### config.mk
export PLATFORM = sky130hd
export DESIGN_NAME = counter_h
export DESIGN_NICKNAME = d
export VERILOG_FILES = /design/src/rtl/counter_h.sv
export SDC_FILE = /design/constraint.sdc
export NUM_CORES = 1
export LEC_CHECK = 0
export CELL_PAD_IN_SITES_DETAIL_PLACEMENT = 0
export CELL_PAD_IN_SITES_GLOBAL_PLACEMENT = 2
export CORE_MARGIN = 2
export CORE_UTILIZATION = 26
export DETAILED_ROUTE_END_ITERATION = 8
export GPL_ROUTABILITY_DRIVEN = 0
export PLACE_DENSITY = 0.74
export SYNTH_ARGS = -nofsm -noshare
export SYNTH_HDL_FRONTEND = slang
export SYNTH_SLANG_ARGS = --single-unit
### constraint.sdc
create_clock -name Clk -period 2.35 [get_ports Clk]
set_input_delay 0.47 -clock Clk [delete_from_list [all_inputs] [get_ports Clk]]
set_output_delay 0.47 -clock Clk [all_outputs]
set_load 0.05 [all_outputs]
### src/rtl/counter_h.sv
// counter_h - WIDTH-bit synchronous up/down counter with synchronous load,
// count enable and a combinational terminal-count carry flag.
//
// Parameters:
//   WIDTH      - counter width in bits (default 5)
//   LOAD_VALUE - value written to Out when Load is asserted (default 0)
//
// Ports:
//   Clk      in   rising-edge clock
//   Reset_n  in   asynchronous active-low reset, clears Out to 0
//   D        in   direction: 1 = up, 0 = down
//   E        in   count enable: 1 = count, 0 = hold
//   Load     in   synchronous load of LOAD_VALUE (priority over E/D)
//   Out      out  current count, straight from the register
//   O_Carry  out  terminal-count flag, combinational from Out/D/E/Load
//
// Build option:
//   COUNTER_H_SATURATE_EN - when defined, the count holds at the terminal
//   value instead of wrapping; O_Carry uses the same formula either way.

module counter_h #(
  parameter int unsigned          WIDTH      = 5,
  parameter logic [WIDTH-1:0]     LOAD_VALUE = '0
) (
  input  logic             Clk,
  input  logic             Reset_n,
  input  logic             D,
  input  logic             E,
  input  logic             Load,
  output logic [WIDTH-1:0] Out,
  output logic             O_Carry
);

  localparam logic [WIDTH-1:0] ONE     = WIDTH'(1);
  localparam logic [WIDTH-1:0] MAX_VAL = '1;

  logic [WIDTH-1:0] count_next;
  logic             at_top;
  logic             at_bottom;

  assign at_top    = (Out == MAX_VAL);
  assign at_bottom = (Out == '0);

  always_comb begin
    count_next = Out;
    if (Load) begin
      count_next = LOAD_VALUE;
    end else if (E) begin
      if (D) begin
`ifdef COUNTER_H_SATURATE_EN
        count_next = at_top ? Out : Out + ONE;
`else
        count_next = Out + ONE;
`endif
      end else begin
`ifdef COUNTER_H_SATURATE_EN
        count_next = at_bottom ? Out : Out - ONE;
`else
        count_next = Out - ONE;
`endif
      end
    end
  end

  always_ff @(posedge Clk or negedge Reset_n) begin
    if (!Reset_n) begin
      Out <= '0;
    end else begin
      Out <= count_next;
    end
  end

  // Flags the cycle whose next enabled edge would wrap (or saturate) the count.
  assign O_Carry = E & ~Load & ((D & at_top) | (~D & at_bottom));

endmodule

# == Word-level counts from Yosys, hierarchy flattened ==
# Cells that the tools add are included.
# word_totals
ff_bits,5
word_cells,16
output_inout_bits,6
inputBits,5
# classes
bitwise,7
addsub,2
reduce_logical,2
mux,3
n_eq_ne,1
# op_table
cell,count
$mux W5,3
$add A5 B1 Y5 const B,1
$eq A5 B5 Y1 const B,1
$logic_not A5 Y1,1
$sub A5 B1 Y5 const B,1
$and A1 B1 Y1,4
$not A1 Y1,2
$reduce_bool A2 Y1,1
$or A1 B1 Y1,1

# == Longest topological paths before layout ==
# logic_depth
word_depth,4
depth_mapped,6
mapped_depth_nobuf,6

# == Least setup slack after synthesis ==
# OpenSTA, ideal clock, no wires.
# synth_path
path_type,reg-to-output
startpoint,register Out[0]
endpoint,output port O_Carry
slack_ps,-165
arrival_time_ps,2045
n_path_buf,0
required_ps,1880
stages_incl_launch_ff,5
path_cell_list,dfrtp_1 or4_4 nor3_2 a31oi_1 nor3b_2
# synth_via
elab_chain_cells,4
word_cells_on_any_way,6
cone_classes,1 x eq/ne; 4 x bitwise; 1 x reduce/logical
# synth_lines
item,line_no,source
start: declaration,30,"output logic [WIDTH-1:0] Out,"
start signal: assignment,69,Out <= count_next;
$eq A5 B5 Y1 / $logic_not A5 Y1 (equally long branches),"41, 42",
$and A1 B1 Y1,74,assign O_Carry = E & ~Load & ((D & at_top) | (~D & at_bottom));
$or A1 B1 Y1 (*),74,
$and A1 B1 Y1 (*),74,
end: declaration,31,output logic O_Carry
# Mark *: on every way between the ends. The rest lies on a longest branch, timed or not.

# == Worst setup path after layout ==
# layout_path
startpoint,register Out[2]
endpoint,output port O_Carry
# Same word-level chain as after synthesis.

==> metrics.md <==
| Metric | Value |
|---|---|
| Status | `finished clean` |
| Fin crit share | `0.9770` |
| HPWL Detailed | `724.1 um` |
| Max IR drop VDD | `0.0002619 V` |
| Final max-slew violation count | `0` |
| DRT antenna net count | `0` |
| Commonest cells post-synth | `5 x dfrtp_1, 5 x nor2_1, 3 x ha_1` |
| H-tree depth | `1` |
| Max reg flops | `5` |
| Placed Instance Area | `between 500 and 600 sq um` |
| Warnings, synthesis | `0` |
| Multi-input logic area | `267.8 sq um` |
| Overall Power | `0.3980 mW` |
| Distinct cell type count after synthesis | `22` |
| Die Height | `42.50 um` |
| Routed wire length | `roughly 970 um` |
| CP max FO | `2` |
| Syn_area_per_cell | `10.14 sq um` |
| CP Class | `reg2out` |
| Post-synth EDFFs | `0` |
| Antenna violations before repair | `0` |
| Die Span X | `about 43 um` |
| Total Routing Usage GR | `0.1107` |
| Post-DR wirelength/cell | `12.58 um` |
| Largest area contributor in the netlist | `dfrtp_1` |
| Fin. Hold Viols | `0` |
| Worst slew pin tran | `about 0.5 ns` |
| #FFs+latches synth | `5` |
| P per Cell Area | `618.8 mW/mm^2` |
| CTS Buf Count | `3` |
| Post-layout util | `0.4764` |
| Post-detailed-route via-to-cell ratio | `4.818` |
| Relative slew slack | `0.6671` |
| FMAX | `435.5 MHz` |
| Area delta synth->final | `66.88%` |
| Drt drc | `0` |
| ANT cells | `0` |
| Synth top area cells | `dfrtp_1 32%, ha_1 9.7%, fa_1 5.2%` |
| TritonCTS clock tree | `done` |
| Gate Count Post-Synth | `38` |
| Floorplan row count | `13` |
| Clk sinks | `5` |
| Area occupied by registers | `127.6 sq um` |
| Total number of vias | `371` |
| Vias in the first global route | `374` |
| Port-buffer cells | `10` |
| Hold Buf Count CTS | `0` |
| Setup violations, final | `0` |
| Design Area, Final | `around 640 sq um` |
| LEAKAGE | `between 0.3 and 0.4 nW` |
| Skew final | `around 0.00091 ns` |
| Largest net degree at the start of global routing | `9` |
| DIE AREA | `0.001806 sq mm` |
| Seq/Total Area, Yosys | `0.3247` |
| CP endpoint kind | `primary output` |
| Starting Density | `0.2854` |
| Worst-case clock buffer depth | `2` |
| Top cell type's share of synthesized area | `0.3247` |
| Fill cells | `136` |
| First-pass GRT wire length | `approximately 1500 um` |
| Clk Latency, worst-skew pair | `0.24 ns` |
| Syn Nets | `47` |
| Fraction of layout cells with a size suffix above 1 | `0.3871` |
| Fraction of registers with async set/reset | `1.000` |
| RSZ-0062 raised after global routing | `yes` |
| Startpoint Class | `flop` |
| Synthesized cell area | `385.4 sq um` |
| Clock transition at the registers of the reported paths | `0.04 ns` |
| Worst Path Arrival | `about 1.8 ns` |
| Top Ports | `11` |
| Final Net Count | `72` |
| Initial DRC count | `15` |
| Hold Crit Class | `in2async` |
| Grt ovf | `0` |
| Final Critical Period | `2.296 ns` |
| Ys flop type | `dfrtp_1` |
| Core area | `0.001350 sq mm` |
| First drt pass iteration count | `2` |
| Regs by FF count | `Out x5` |
| Reg with most FFs | `Out` |
| Max-cap violations | `0` |
| CTS Root Cell | `clkbuf_4` |
| Reg-to-reg slack, setup | `around 0.17 ns` |
| Worst path required time | `1.88 ns` |
==> routing by layer <==
| metal | vias up | wire, um | GRT usage |
|---|---|---|---|
| met2 | 8 | 485 | 0.1723 |
| met5 | - | 0 | 0 |
| met1 | 177 | 450 | 0.1440 |
| met3 | 0 | 33 | 0.008621 |
| met4 | 0 | 0 | 0.07500 |
| li1 | 186 | - | - |
==> worst paths after layout <==
kind	start	end	cells past startpoint
max	Out[2]	O_Carry	5
min	Reset_n	Out[2]	1
max reg2reg	Out[0]	Out[4]	7
min reg2reg	Out[3]	Out[3]	1
max in group asynchronous	Reset_n	Out[1]	1
min in group Clk	Out[3]	Out[3]	1
==> through the flow <==
stage / instances / setup slack (ns) / hold WS (ns) / setup TNS [ns]
after global placement: 69 / -0.2062 / 0.5884 / -0.3713
after floorplan: 38 / 0.01575 / 0.1744 / 0
after global routing: 77 / -0.02832 / 0.4463 / -0.02832
after CTS: 73 / 0.02734 / 0.4376 / 0
after detailed placement: 69 / -0.2738 / 0.6202 / -0.4590
final: 77 / 0.05396 / 0.4411 / 0
==> worst max-delay path: stages, from the launching register on <==
cell	delay (ns)
dfrtp_1	0.38
or4_4	0.55
nor3_4	0.17
a31oi_2	0.07
nor3b_4	0.25
buf_12	0.16
==> where the power goes <==
group	total [mW]	switching, mW	internal, mW
clock	0.0961	0.0321	0.0640
sequential	0.113	0.0148	0.0979
combinational	0.189	0.0992	0.0899
total	0.398	0.146	0.252
==> cell type report <==
type,instances,area share
Sequential cell,5,0.1984
Tap cell,15,0.02918
Inverter,1,0.005837
Multi-Input combinational cell,30,0.4163
Clock buffer,4,0.04086
Timing Repair Buffer,22,0.3093
==> logic make-up after synthesis <==
logic type,synth area share
DFF,0.3247
buffers and inverters,0.02922
AOI/OAI and AO/OA,0.1234
muxes,0.08117
xor gates and xnor gates,0.04546
and+or+nand+nor,0.2468
adders and majority gates,0.1494
==> placed cells by master, fill, tap and decap left out, types with 2 or more instances in the layout <==
master,Yosys,final
a21oi_1,2,2
xnor2_1,2,2
dfrtp_2,0,2
nor2_1,5,5
a21o_1,2,2
clkdlybuf4s50_1,0,8
nand2_1,2,2
mux2i_1,2,2
ha_1,3,3
dfrtp_1,5,3
buf_4,0,12
clkbuf_4,0,3
==> timing repair <==
action,4_1_cts,5_1_grt
setup buffers,0,4
pin swaps,1,3
gates resized for setup,1,3
cloned,0,0
setup endpoints to repair,2,1
No activity file was read; power rests on OpenSTA's default activity.
==> patch (config.mk and constraints unchanged) <==
Put a register stage on the output `O_Carry`, cleared by the reset. The value now appears one clock later. The other outputs are not delayed to match. Comments in the files are not updated.
--- a/src/rtl/counter_h.sv
+++ b/src/rtl/counter_h.sv
@@ -72,5 +72,11 @@
 
   // Flags the cycle whose next enabled edge would wrap (or saturate) the count.
-  assign O_Carry = E & ~Load & ((D & at_top) | (~D & at_bottom));
+  always_ff @(posedge Clk or negedge Reset_n) begin
+    if (!Reset_n) begin
+      O_Carry <= '0;
+    end else begin
+      O_Carry <= E & ~Load & ((D & at_top) | (~D & at_bottom));
+    end
+  end
 
 endmodule
Function: changed (a bounded check fails within 4 cycles, from zero or initial values and one cycle with Reset_n low).
==> patch against the unedited design <==
Die area rose by 5.9%. Worst hold slack better by 0.031 ns. Clock power fell by 2.2%. Sequential share of layout area rose by 5.7 points. Setup slack better by 0.030 ns. Count of clock-buffer cells in the layout shrank 1. Synthesized cell count rose by 2.6%. Wire length shrank 9.5%. Final area shrank 8.8%. Sequential cell count increased by 1. Power shrank 3.4%. Maximum frequency is 1.3% higher. Area after synthesis rose by 6.5%.
==> patch: results (changes against the unedited design) <==
status=complete, no violations; top flop regs=Out: 5 flops, O_Carry: 1 flops; Post-CTS Setup Repair Bufs=0 (unchanged); worst hold path class=input port to async pin; fin nets=66 (-8.3%); Detailed Route Iter0 Violations=4 (-11); Async SR Flop Fraction=100% (unchanged); DP Wirelength=703 um (-3.0%); R2R Setup Slk=0.41 ns (+0.24 ns); Root Buffer=clkbuf_4; GR Util All Layers=11.7% (+0.65 points); TritonCTS Buffers=3 (unchanged); Worst slew margin=66.8% (+0.087 points); Worst Skew=0.00355 ns (+0.00264 ns); post-route setup slack=0.0842 ns (+0.0302 ns); worst slack, placed=-0.216 ns (+0.0580 ns); CP Max Fanout=2 (unchanged); Area after DPL=561 um^2 (-2.4%); worst-case clock buffer depth=2 (unchanged); Arr. time, crit path=2.39 ns (+0.56 ns); pin count of the biggest net entering global routing=11 (+2); Clock Pin Slew Worst Setup and Hold Paths=0.05 ns; VDD IR max=0.000231 V (-12%); Syn Nets=48 (+2.1%); synth top area cells=dfrtp_1, ha_1, fa_1; Synth cell types=22 (unchanged); number of port buffers=10 (unchanged); first-pass GRT wire length=1.56 mm (+3.7%); register area share after synthesis=36.6% (+4.1 points); initial antenna violation count=0 (unchanged); max FFs per register=5 (unchanged); diodes inserted=0 (unchanged); Skew-Pair Late Insertion Delay=0.24 ns (about the same); Yosys Warn Count=0 (unchanged); ratio of cells with drive above 1 in the final layout=25.5% (-13 points); via density per instance=5.00 (+3.8%); H-Tree Depth=1 (unchanged); number of global-route vias before repair=365 (-2.4%); First-pass DRT Iterations=4 (+2); synth cell count leaders=dfrtp_1, nor2_1, ha_1; WL per Instance=12.4 um (-1.8%); leakage power total=0.287 nW (-9.1%)
[patch: cell types whose count changed after synthesis]
cell | unedited run | this run
dfrtp_1 | 5 | 6
[patch: repair_timing]
action | CTS | global route
hold buffers | 0 | 0
resized for setup | 0 | 1
endpoints found under the setup margin | 0 | 1
[patch: power by group]
group          leakage (nW)  total, mW  internal [mW]  switching (mW)
combinational         0.194      0.158         0.0731          0.0849
sequential           0.0795      0.132          0.115          0.0174
clock                0.0138     0.0940         0.0577          0.0363
total                 0.287      0.384          0.246           0.139
[patch: final cells by class]
type	instances	area, um^2
inverters	1	3.75
multi-input cells	30	253
repair buffers	15	138
clock buffers	3	22.5
flip-flops and latches	6	150
fillers	149	902
well taps	16	20.0
[patch: final timing paths]
path	from	to	depth (start not counted)
worst max-delay path	D	Out[4]	7
worst min-delay path	Reset_n	Out[0]	1
worst max register to register	Out[0]	Out[4]	5
worst min register to register	Out[3]	Out[3]	1
max in group asynchronous	Reset_n	O_Carry	1
min in group Clk	Out[3]	Out[3]	1
[patch: routing by layer]
layer	up-vias	track usage, %	part of all wire [%]
met5	-	0	0
met4	0	5.45	0
met3	0	5.42	6.5
met2	11	18.8	51
met1	169	13.1	42
li1	175	-	-
[patch: logic make-up (layout without fill, tap and decap cells)]
family,count (synthesis),in the layout,share of synthesized area (%)
AND/OR/NAND/NOR,14,14,23.2
AO/OA/AOI/OAI,7,7,11.6
flip-flops,6,6,36.6
adder cells (fa/ha/maj),4,4,14.0
multiplexers,3,3,7.62
buffers and inverters,3,19,2.74
XOR/XNOR,2,2,4.27
[patch: critical path: stages]
cell and delay, ns:
clkdlybuf4s50_1 0.48, inv_1 0.07, fa_1 0.43, a21o_1 0.20, a21oi_2 0.14, mux2i_1 0.24, mux2_2 0.35
[patch: metrics by stage]
stage	hold WS (ns)	power, mW	util, %	cells
after global routing	0.481	0.416	39.4	71
final	0.472	0.384	39.4	71
after CTS	0.469	0.390	39.2	71
after global placement	0.587	0.287	37.6	68
after detailed placement	0.613	0.291	37.6	68
after floorplan	0.174	0.231	-	39
